### src/rtl/chunked_copy_ctrl.sv
`default_nettype none
// ============================================================================
// Module : chunked_copy_ctrl
// Copies a W-bit word into the output register U bits per clock, framed by
// valid/ready handshakes on the producer and consumer sides.
// Rev    : 1.0
// ============================================================================
module chunked_copy_ctrl #(
  parameter  int W  = 256,
  parameter  int U  = 8,
  localparam int N  = W / U,
  localparam int CW = (N > 1) ? $clog2(N) : 1
) (
  input  logic          clk,
  input  logic          rst,
  input  logic          flush,
  input  logic          in_valid,
  output logic          in_ready,
  input  logic [W-1:0]  a,
  output logic          s_valid,
  input  logic          s_ready,
  output logic [W-1:0]  s,
  output logic          busy,
  output logic [CW-1:0] idx
);

  typedef enum logic [1:0] {
    S_IDLE = 2'd0,
    S_RUN  = 2'd1,
    S_DONE = 2'd2
  } state_t;

  localparam logic [CW-1:0] C_LAST_IDX = CW'(N - 1);

  state_t        r_state;
  logic [W-1:0]  r_src;
  logic [W-1:0]  r_s;
  logic [CW-1:0] r_cnt;

  always_ff @(posedge clk or posedge rst) begin
    if (rst) begin
      r_state <= S_IDLE;
      r_src   <= '0;
      r_s     <= '0;
      r_cnt   <= '0;
    end else if (flush) begin
      r_state <= S_IDLE;
      r_s     <= '0;
      r_cnt   <= '0;
    end else begin
      case (r_state)
        S_IDLE: begin
          if (in_valid) begin
            r_src   <= a;
            r_s     <= '0;
            r_cnt   <= '0;
            r_state <= S_RUN;
          end
        end
        S_RUN: begin
          // Only the slice selected by the chunk counter is written this cycle.
          for (int k = 0; k < N; k++) begin
            if (r_cnt == CW'(k)) r_s[k*U +: U] <= r_src[k*U +: U];
          end
          if (r_cnt == C_LAST_IDX) begin
            r_cnt   <= '0;
            r_state <= S_DONE;
          end else begin
            r_cnt <= r_cnt + CW'(1);
          end
        end
        S_DONE: begin
          if (s_ready) r_state <= S_IDLE;
        end
        default: r_state <= S_IDLE;
      endcase
    end
  end

  assign in_ready = (r_state == S_IDLE);
  assign s_valid  = (r_state == S_DONE);
  assign busy     = (r_state != S_IDLE);
  assign idx      = r_cnt;
  assign s        = r_s;

endmodule
`default_nettype wire

### config.mk
export PLATFORM = sky130hd
export DESIGN_NAME = chunked_copy_ctrl
export DESIGN_NICKNAME = d
export VERILOG_FILES = /design/src/rtl/chunked_copy_ctrl.sv
export SDC_FILE = /design/constraint.sdc
export NUM_CORES = 1
export LEC_CHECK = 0
export CAP_MARGIN = 30
export CORE_ASPECT_RATIO = 1.25
export CORE_MARGIN = 2
export CORE_UTILIZATION = 49
export CTS_BUF_LIST = sky130_fd_sc_hd__clkbuf_16
export CTS_CLUSTER_SIZE = 14
export DETAILED_ROUTE_END_ITERATION = 10
export PLACE_DENSITY = 0.8
export SLEW_MARGIN = 5
export SYNTH_ARGS = -nofsm -noshare
export SYNTH_HDL_FRONTEND = slang
export SYNTH_SLANG_ARGS = --single-unit
### constraint.sdc
create_clock -name clk -period 23.3 [get_ports clk]
set_input_delay 6.99 -clock clk [delete_from_list [all_inputs] [get_ports clk]]
set_output_delay 6.99 -clock clk [all_outputs]
set_load 0.02 [all_outputs]
### Word level (Yosys, flattened, before mapping)

Index checks and enable logic that the tools add are counted.

| cells by class | value |
|---|---|
| reductions and logical operators | 39 |
| bitwise logic cells | 1 |
| muxes and demuxes | 44 |
| add/sub/neg operators | 1 |
| equal/unequal tests | 67 |

Operator list:

| operator | number |
|---|---|
| 256-bit two-way mux | 2 |
| 256-bit case mux with 2 select lines | 1 |
| 8-bit two-way mux | 32 |
| 3-bit AND reduction | 34 |
| 3-bit != test, second input constant | 33 |
| 5-bit equality test, second input constant | 16 |
| 5-bit by 4-bit equality test with 1-bit output, second input constant | 8 |
| 5-bit by 3-bit equality test with 1-bit output, second input constant | 4 |
| 5-bit two-way mux | 3 |
| 5-bit by 2-bit equality test with 1-bit output, second input constant | 2 |
| 5-bit case mux with 2 select lines | 1 |
| 2-bit two-way mux | 4 |
| 2-bit case mux with 3 select lines | 1 |
| 5-bit by 1-bit adder with 5-bit output, second input constant | 1 |
| 5-bit by 1-bit equality test with 1-bit output, second input constant | 1 |
| 5-bit zero test | 1 |
| 3-bit by 2-bit != test with 1-bit output, second input constant | 1 |
| 3-bit nonzero test | 1 |
| 2-bit by 1-bit equality test with 1-bit output, second input constant | 1 |
| 2-bit equality test, second input constant | 1 |
| 2-bit zero test | 1 |
| 2-bit AND reduction | 1 |
| 2-bit nonzero test | 1 |
| 1-bit NOT | 1 |

| storage, ports and cells | value |
|---|---|
| word-level logic and storage cells | 187 |
| output and inout bits | 264 |
| input port bits | 261 |
| register bits after elaboration | 519 |

### Logic depth before layout (Yosys ltp)

Gate-level depths: netlist (run 1).

| depth | value |
|---|---|
| word-level depth | 4 |
| mapped depth | 7 |
| gate-level depth less buffers | 6 |

### Worst setup path after synthesis (run 1)

Ideal clock, no wire load.

| timing path | value |
|---|---|
| kind | input-to-reg |
| start | input flush |
| end | register r_src[144] |
| buffers on the path | 4 |
| stages on the path | 7 |
| arrival | 8.234 ns |
| data required time | 23.175 ns |
| setup time | 0.125 ns |
| path slack | 14.941 ns |
| path through | buf_6 -> inv_1 -> and3_1 -> buf_2 -> buf_2 -> buf_4 -> mux2_2 |

| between the ends | value |
|---|---|
| word-level cells in the longest chain between the ends | 2 |

Ends and longest elaborated chain:

| element | line | text |
|---|---|---|
| start: declaration | 16 | `input logic flush,` |
| 1-bit NOT (no line) | - |  |
| 3-bit AND reduction (no line) | - |  |
| end signal: assignment | 43 | `r_src <= '0;` |
| end signal: assignment | 54 | `r_src <= a;` |
| end: declaration | 36 | `logic [W-1:0] r_src;` |

Every way passes these cells.
A chain may end at the register's enable or synchronous reset.

### Final worst setup path (run 1)

| timing path | value |
|---|---|
| start | input flush |
| end | register r_src[208] |

The elaborated chain is that of the path after synthesis.

==> flow_metrics.tcl, run 1 <==
set metrics [dict create \
    outcome "finished clean" \
    synth_flop_cell "dfrtp_1" \
    synth_seq_cells 519 \
    first_pass_iters 5 \
    ys.warnings.count 0 \
    num-fill-cells 2835 \
    cp-end-kind "flop" \
    seq_area_sq_um 13000 \
    synth.distinct_cells 37 \
    p_total_uw 2120 \
    grt_pass1_vias 14300 \
    gp_congestion 0.826 \
    fin_nets 2074 \
    clock_path_buffers 3 \
    hold_buffers 0 \
    start_util_pct 49.4 \
    cp_max_fo 71 \
    ctsResizeCount 0 \
    relSlewSlack_pct 34.8 \
    rsz0062_at_grt "no" \
    ant_nets 0 \
    cp_data_required_time_ns 23.74 \
    ys_seq_area_share_pct 64.4 \
    dpl_worst_slack_ns 13.32 \
    core-area_sq_um 40800 \
    p_per_area_nw_per_um2 76.6 \
    grt_pass1_wl_mm 85.2 \
    min_period_ns 9.17 \
    io_pins 525 \
    drive_gt1_share_pct 22.4 \
    postCtsSetupBuffers 0 \
    die_area_sq_um 42800 \
    synth_edf_count 0 \
    syn_inst 1274 \
    clk-insertion-delay-late_ns 0.56 \
    start_kind "primary input" \
    hpwl_mm 39.9 \
    cts.sinks 519 \
    worst-setup-path-type "in2reg" \
    drc 0 \
    cts-root-buf "clkbuf_16" \
    whs_ns 0.491 \
    yosysTopAreaCell "dfrtp_1" \
    tightestPinTransition_ns 0.979 \
    multi_input_area_sq_um 6720 \
    slew_violations 0 \
    drt-initial-drc-count 630 \
    wl_per_cell_microns 23.6 \
    cap_viol_max_count 0 \
    hold_violations 0 \
    synth_area_leaders "dfrtp_1, mux2_2, a22o_1" \
    synthToLayoutAreaGrowth_pct 37.1 \
    timing.fmax_mhz 109 \
    placedCellCount 2303 \
    arrival_ns 9.62 \
    viasPerCell 5.60 \
    grt_overflow_total 0 \
    grtUsageMet3_pct 6.55 \
    fin_ws_ns 14.13 \
    layout_commonest_cell "clkdlybuf4s50_1" \
    finalSetupTns_ns 0 \
    skew_ns 0.00946 \
    synth_nets 1541 \
    die_h_microns 231 \
    power.leakage_uw 0.0121 \
    netlist_area_sq_um 20200 \
    track_usage_pct 26.3 \
    grt_max_degree 177 \
    async_flop_share_pct 100 \
    cts_tree "done" \
    wl_mm 56.7 \
    min_path_type "reg2reg" \
    avgSynthCellArea_sq_um 15.8 \
    h-tree-depth 2 \
    rows 83 \
    use_met1_pct 31.7 \
    die_w_microns 185 \
    busiest_layer "met2" \
    fin_cells 2408 \
    peakVddDrop_mv 0.0733 \
    cts_buffers 51 \
    yosys.area.top_type_share_pct 64.4 \
    layout_common_cells "clkdlybuf4s50_1, dfrtp_1, mux2_2" \
    use_met2_pct 43.1 \
    antenna_found_initial 11 \
    min_period_over_period_pct 39.4 \
    clkSlewWorstSetupHoldPaths_ns 0.06 \
    port_buffers 524 \
    num_vias 13500 \
    setup_violations 0 \
]
[stage by stage]
| step | cell area, sq um | utilization [%] |
|---|---|---|
| 6_report | 27700 | 67.8 |
| 5_1_grt | 27700 | 67.8 |
| 4_1_cts | 27600 | 67.5 |
| 3_5_place_dp | 25900 | 63.5 |
| 3_3_place_gp | 25800 | 63.3 |
| 2_1_floorplan | 20200 | - |
[worst paths after layout]
path                            cells after the start                      to                   start  slack (ns)
worst max-delay path                                6  r_src[208]$_DFFE_PP0P_                   flush       14.13
worst min-delay path                                1      s[131]$_DFFE_PP0P_  r_src[131]$_DFFE_PP0P_        0.49
worst max register to register                      4  r_src[208]$_DFFE_PP0P_  r_state[1]$_DFFE_PP0P_       20.38
worst min register to register                      1      s[131]$_DFFE_PP0P_  r_src[131]$_DFFE_PP0P_        0.49
max in group asynchronous                           5       s[35]$_DFFE_PP0P_                     rst       14.38
min in group asynchronous                           2    r_src[6]$_DFFE_PP0P_                     rst        6.97
[final cells by class]
class	count	share of cell area, %
Antenna cell	11	0.0995
Clock buffer	53	4.79
Clock inverter	38	1.11
Inverter	22	0.326
Multi-Input combinational cell	670	24.3
Sequential cell	519	47.0
Tap cell	552	2.50
Timing Repair Buffer	543	19.9
[cell families (layout without fill, tap and decap cells)]
group | after synthesis | count (layout) | synth area share (%)
DFF | 519 | 519 | 64.4
AOI/OAI and AO/OA | 282 | 282 | 12.7
muxes | 275 | 275 | 15.2
and+or+nand+nor | 107 | 107 | 4.92
buffers and inverters | 85 | 656 | 2.38
adders and majority gates | 6 | 6 | 0.372
other | 0 | 11 | 0
[flip-flops by register name, indices dropped and copies added (netlist names)]
register,count
r_src,256
s,256
idx,5
r_state,2
[power breakdown]
| group | leakage (uW) | internal (uW) | switching (uW) |
|---|---|---|---|
| Combinational | 0.00462 | 142 | 106 |
| Clock | 0.000844 | 466 | 342 |
| Sequential | 0.00668 | 1000 | 59.5 |
| Total | 0.0121 | 1610 | 508 |
[critical path, stage by stage]
cell	delay (ns)
buf_2	0.09
buf_4	0.29
inv_1	0.27
and3_4	0.59
buf_4	0.81
mux2_2	0.43
[cell usage after synthesis (6+ instances only)]
library cell and n:
buf_2 20, o22ai_2 30, nand2b_1 9, inv_1 22
clkbuf_1 10, dfrtp_1 519, nor3_4 28, ha_1 6
and4b_1 11, mux2_2 257, buf_4 24, a22o_1 241
mux2i_1 18, nand2_1 24, nor4bb_1 12
[layer usage]
| layer | vias up | part of all wire (%) |
|---|---|---|
| met5 | - | 0 |
| met4 | 0 | 5.4 |
| met3 | 160 | 7.2 |
| met2 | 491 | 49 |
| met1 | 6955 | 38 |
| li1 | 5874 | - |
Power figures use the tool's default switching activity.
==> run 2, diff against run 1 <==
--- a/config.mk
+++ b/config.mk
@@ -8,11 +8,11 @@
 export CAP_MARGIN = 30
 export CORE_ASPECT_RATIO = 1.25
 export CORE_MARGIN = 2
-export CORE_UTILIZATION = 49
+export CORE_UTILIZATION = 44
 export CTS_BUF_LIST = sky130_fd_sc_hd__clkbuf_16
 export CTS_CLUSTER_SIZE = 14
 export DETAILED_ROUTE_END_ITERATION = 10
-export PLACE_DENSITY = 0.8
+export PLACE_DENSITY = 0.76
 export SLEW_MARGIN = 5
 export SYNTH_ARGS = -nofsm -noshare
 export SYNTH_HDL_FRONTEND = slang
==> constraint.sdc (replaced) <==
create_clock -name clk -period 7.45 [get_ports clk]
set_input_delay 2.235 -clock clk [delete_from_list [all_inputs] [get_ports clk]]
set_output_delay 2.235 -clock clk [all_outputs]
set_load 0.02 [all_outputs]
==> run 2 against run 1 <==
  * Combinational power increased to 3.1 times the previous value
  * Setup slack got worse by 11 ns
  * Critical path depth decreased by 5
  * Worst hold slack improved by 0.00067 ns
  * Critical endpoint is now idx[2]
  * Final area decreased by 0.49%
  * First-iteration DRC count increased by 2.1%
  * Clock skew increased by 0.0055 ns
  * Global-route usage decreased by 2.7 points
  * Register-to-register slack got worse by 16 ns
  * Critical path type is now reg2out
  * Power increased to 3.1 times the previous value
  * Sequential power increased to 3.1 times the previous value
  * Highest routed layer is now met5
  * Via count decreased by 1.2%
==> flow_metrics.tcl, run 2 (synthesis gave the netlist of run 1 again) <==
set metrics [dict create \
    arrival_ns 2.24 \
    critical_path.max_stage_delay_ns 0.85 \
    p_sw_uw 1590 \
    min_path_type "reg2reg" \
    crit_buf_inv 1 \
    track_usage_pct 23.5 \
    die_h_microns 243 \
    cp_data_required_time_ns 5.22 \
    antenna_found_initial 6 \
    rows 87 \
    slowest_stage "dfrtp_2" \
    grt_pass1_vias 14300 \
    core-area_sq_um 45200 \
    pwr-share-seq_pct 50.8 \
    num-fill-cells 3413 \
    dpl_worst_slack_ns 2.51 \
    cts_tree "done" \
    cts_buffers 51 \
    timing.fmax_mhz 224 \
    cp_max_fo 42 \
    grt_max_degree 177 \
    postCtsSetupBuffers 0 \
    fin_ws_ns 2.98 \
    p_sw_share_pct 24.3 \
    grt_pass1_wl_mm 85.9 \
    power.leakage_uw 0.0121 \
    skew_ns 0.0150 \
    cp_top_family "flip-flops" \
    drive_gt1_share_pct 22.5 \
    path_cells "clkdlybuf4s50_1" \
    hold_violations 0 \
    relSlewSlack_pct 30.4 \
    p_total_uw 6550 \
    clk-insertion-delay-late_ns 0.58 \
    gp_congestion 0.805 \
    drc 0 \
    port_buffers 524 \
    cap_viol_max_count 0 \
    slew_violations 0 \
    hpwl_mm 39.9 \
    outcome "finished clean" \
    tightestPinTransition_ns 1.04 \
    fin_nets 2072 \
    grt_overflow_total 0 \
    min_period_over_period_pct 60.0 \
    io_pins 525 \
    wl_per_cell_microns 23.4 \
    clock_power_share_pct 37.5 \
    rsz0062_at_grt "no" \
    utilization_pct 60.9 \
    cts.sinks 519 \
    p_per_area_nw_per_um2 238 \
    cts-root-buf "clkbuf_16" \
    start_kind "flop" \
    power_frac_comb_pct 11.7 \
    die_w_microns 196 \
    cp-end-kind "output pin" \
    start_util_pct 44.7 \
    clkSlewWorstSetupHoldPaths_ns 0.06 \
    first_pass_iters 4 \
    intPower_uw 4960 \
    synthToLayoutAreaGrowth_pct 36.4 \
    setup_violations 0 \
    worst-setup-path-type "reg2out" \
    ctsResizeCount 0 \
    clock_path_buffers 3 \
    hold_buffers 0 \
    viasPerCell 5.48 \
    die_area_sq_um 47600 \
    seq_area_sq_um 13000 \
    num_vias 13300 \
    layout_common_cells "clkdlybuf4s50_1, dfrtp_1, mux2_2" \
    h-tree-depth 2 \
    layout_commonest_cell "clkdlybuf4s50_1" \
    wl_mm 56.8 \
    drt-initial-drc-count 643 \
    peakVddDrop_mv 0.209 \
    multi_input_area_sq_um 6720 \
    ant_nets 0 \
    min_period_ns 4.47 \
]
## run 2: final timing paths
check                      slack (ns)                    from                      to  cells past startpoint
min                              0.49  r_src[225]$_DFFE_PP0P_      s[225]$_DFFE_PP0P_                      1
min reg2reg                      0.49  r_src[225]$_DFFE_PP0P_      s[225]$_DFFE_PP0P_                      1
max reg2reg                      4.44  r_state[1]$_DFFE_PP0P_   r_src[23]$_DFFE_PP0P_                      4
min in group asynchronous        2.05                     rst  r_src[216]$_DFFE_PP0P_                      2
max in group asynchronous        3.73                     rst  r_src[120]$_DFFE_PP0P_                      4
max                              2.98      idx[2]$_DFFE_PP0P_                  idx[2]                      1
## run 2: layer usage
metal | global-route usage [%] | wire (microns) | share of wire, %
met5 | 0 | 13 | 0.023
met1 | 27.8 | 21800 | 38
met2 | 40.3 | 28600 | 50
met4 | 10.2 | 2410 | 4.2
met3 | 6.45 | 3890 | 6.8
## run 2: per-stage QoR
step / TNS [ns] / instances / area (sq um) / hold slack (ns)
after floorplan: -952.49 / 1274 / 20200 / 0.462
after global placement: 0 / 2330 / 25900 / 0.474
after detailed placement: 0 / 2330 / 25900 / 0.481
after CTS: 0 / 2422 / 27500 / 0.494
after global routing: 0 / 2427 / 27500 / 0.501
final: 0 / 2428 / 27500 / 0.491
## run 2: power groups by stage
stage          Combinational, uW  Clock (uW)  Sequential, uW
2_1_floorplan                491           0            3320
3_3_place_gp                 748           0            3350
3_5_place_dp                 776           0            3370
4_1_cts                      780        2500            3320
5_1_grt                      831        2620            3360
6_report                     767        2460            3320
## run 2: area by class of cell
type	instances	share of cell area, %
Sequential cell	519	47.2
Multi-Input combinational cell	670	24.4
Timing Repair Buffer	541	19.7
Clock buffer	53	4.82
Tap cell	578	2.63
Clock inverter	39	0.909
Inverter	22	0.314
Antenna cell	6	0.0545
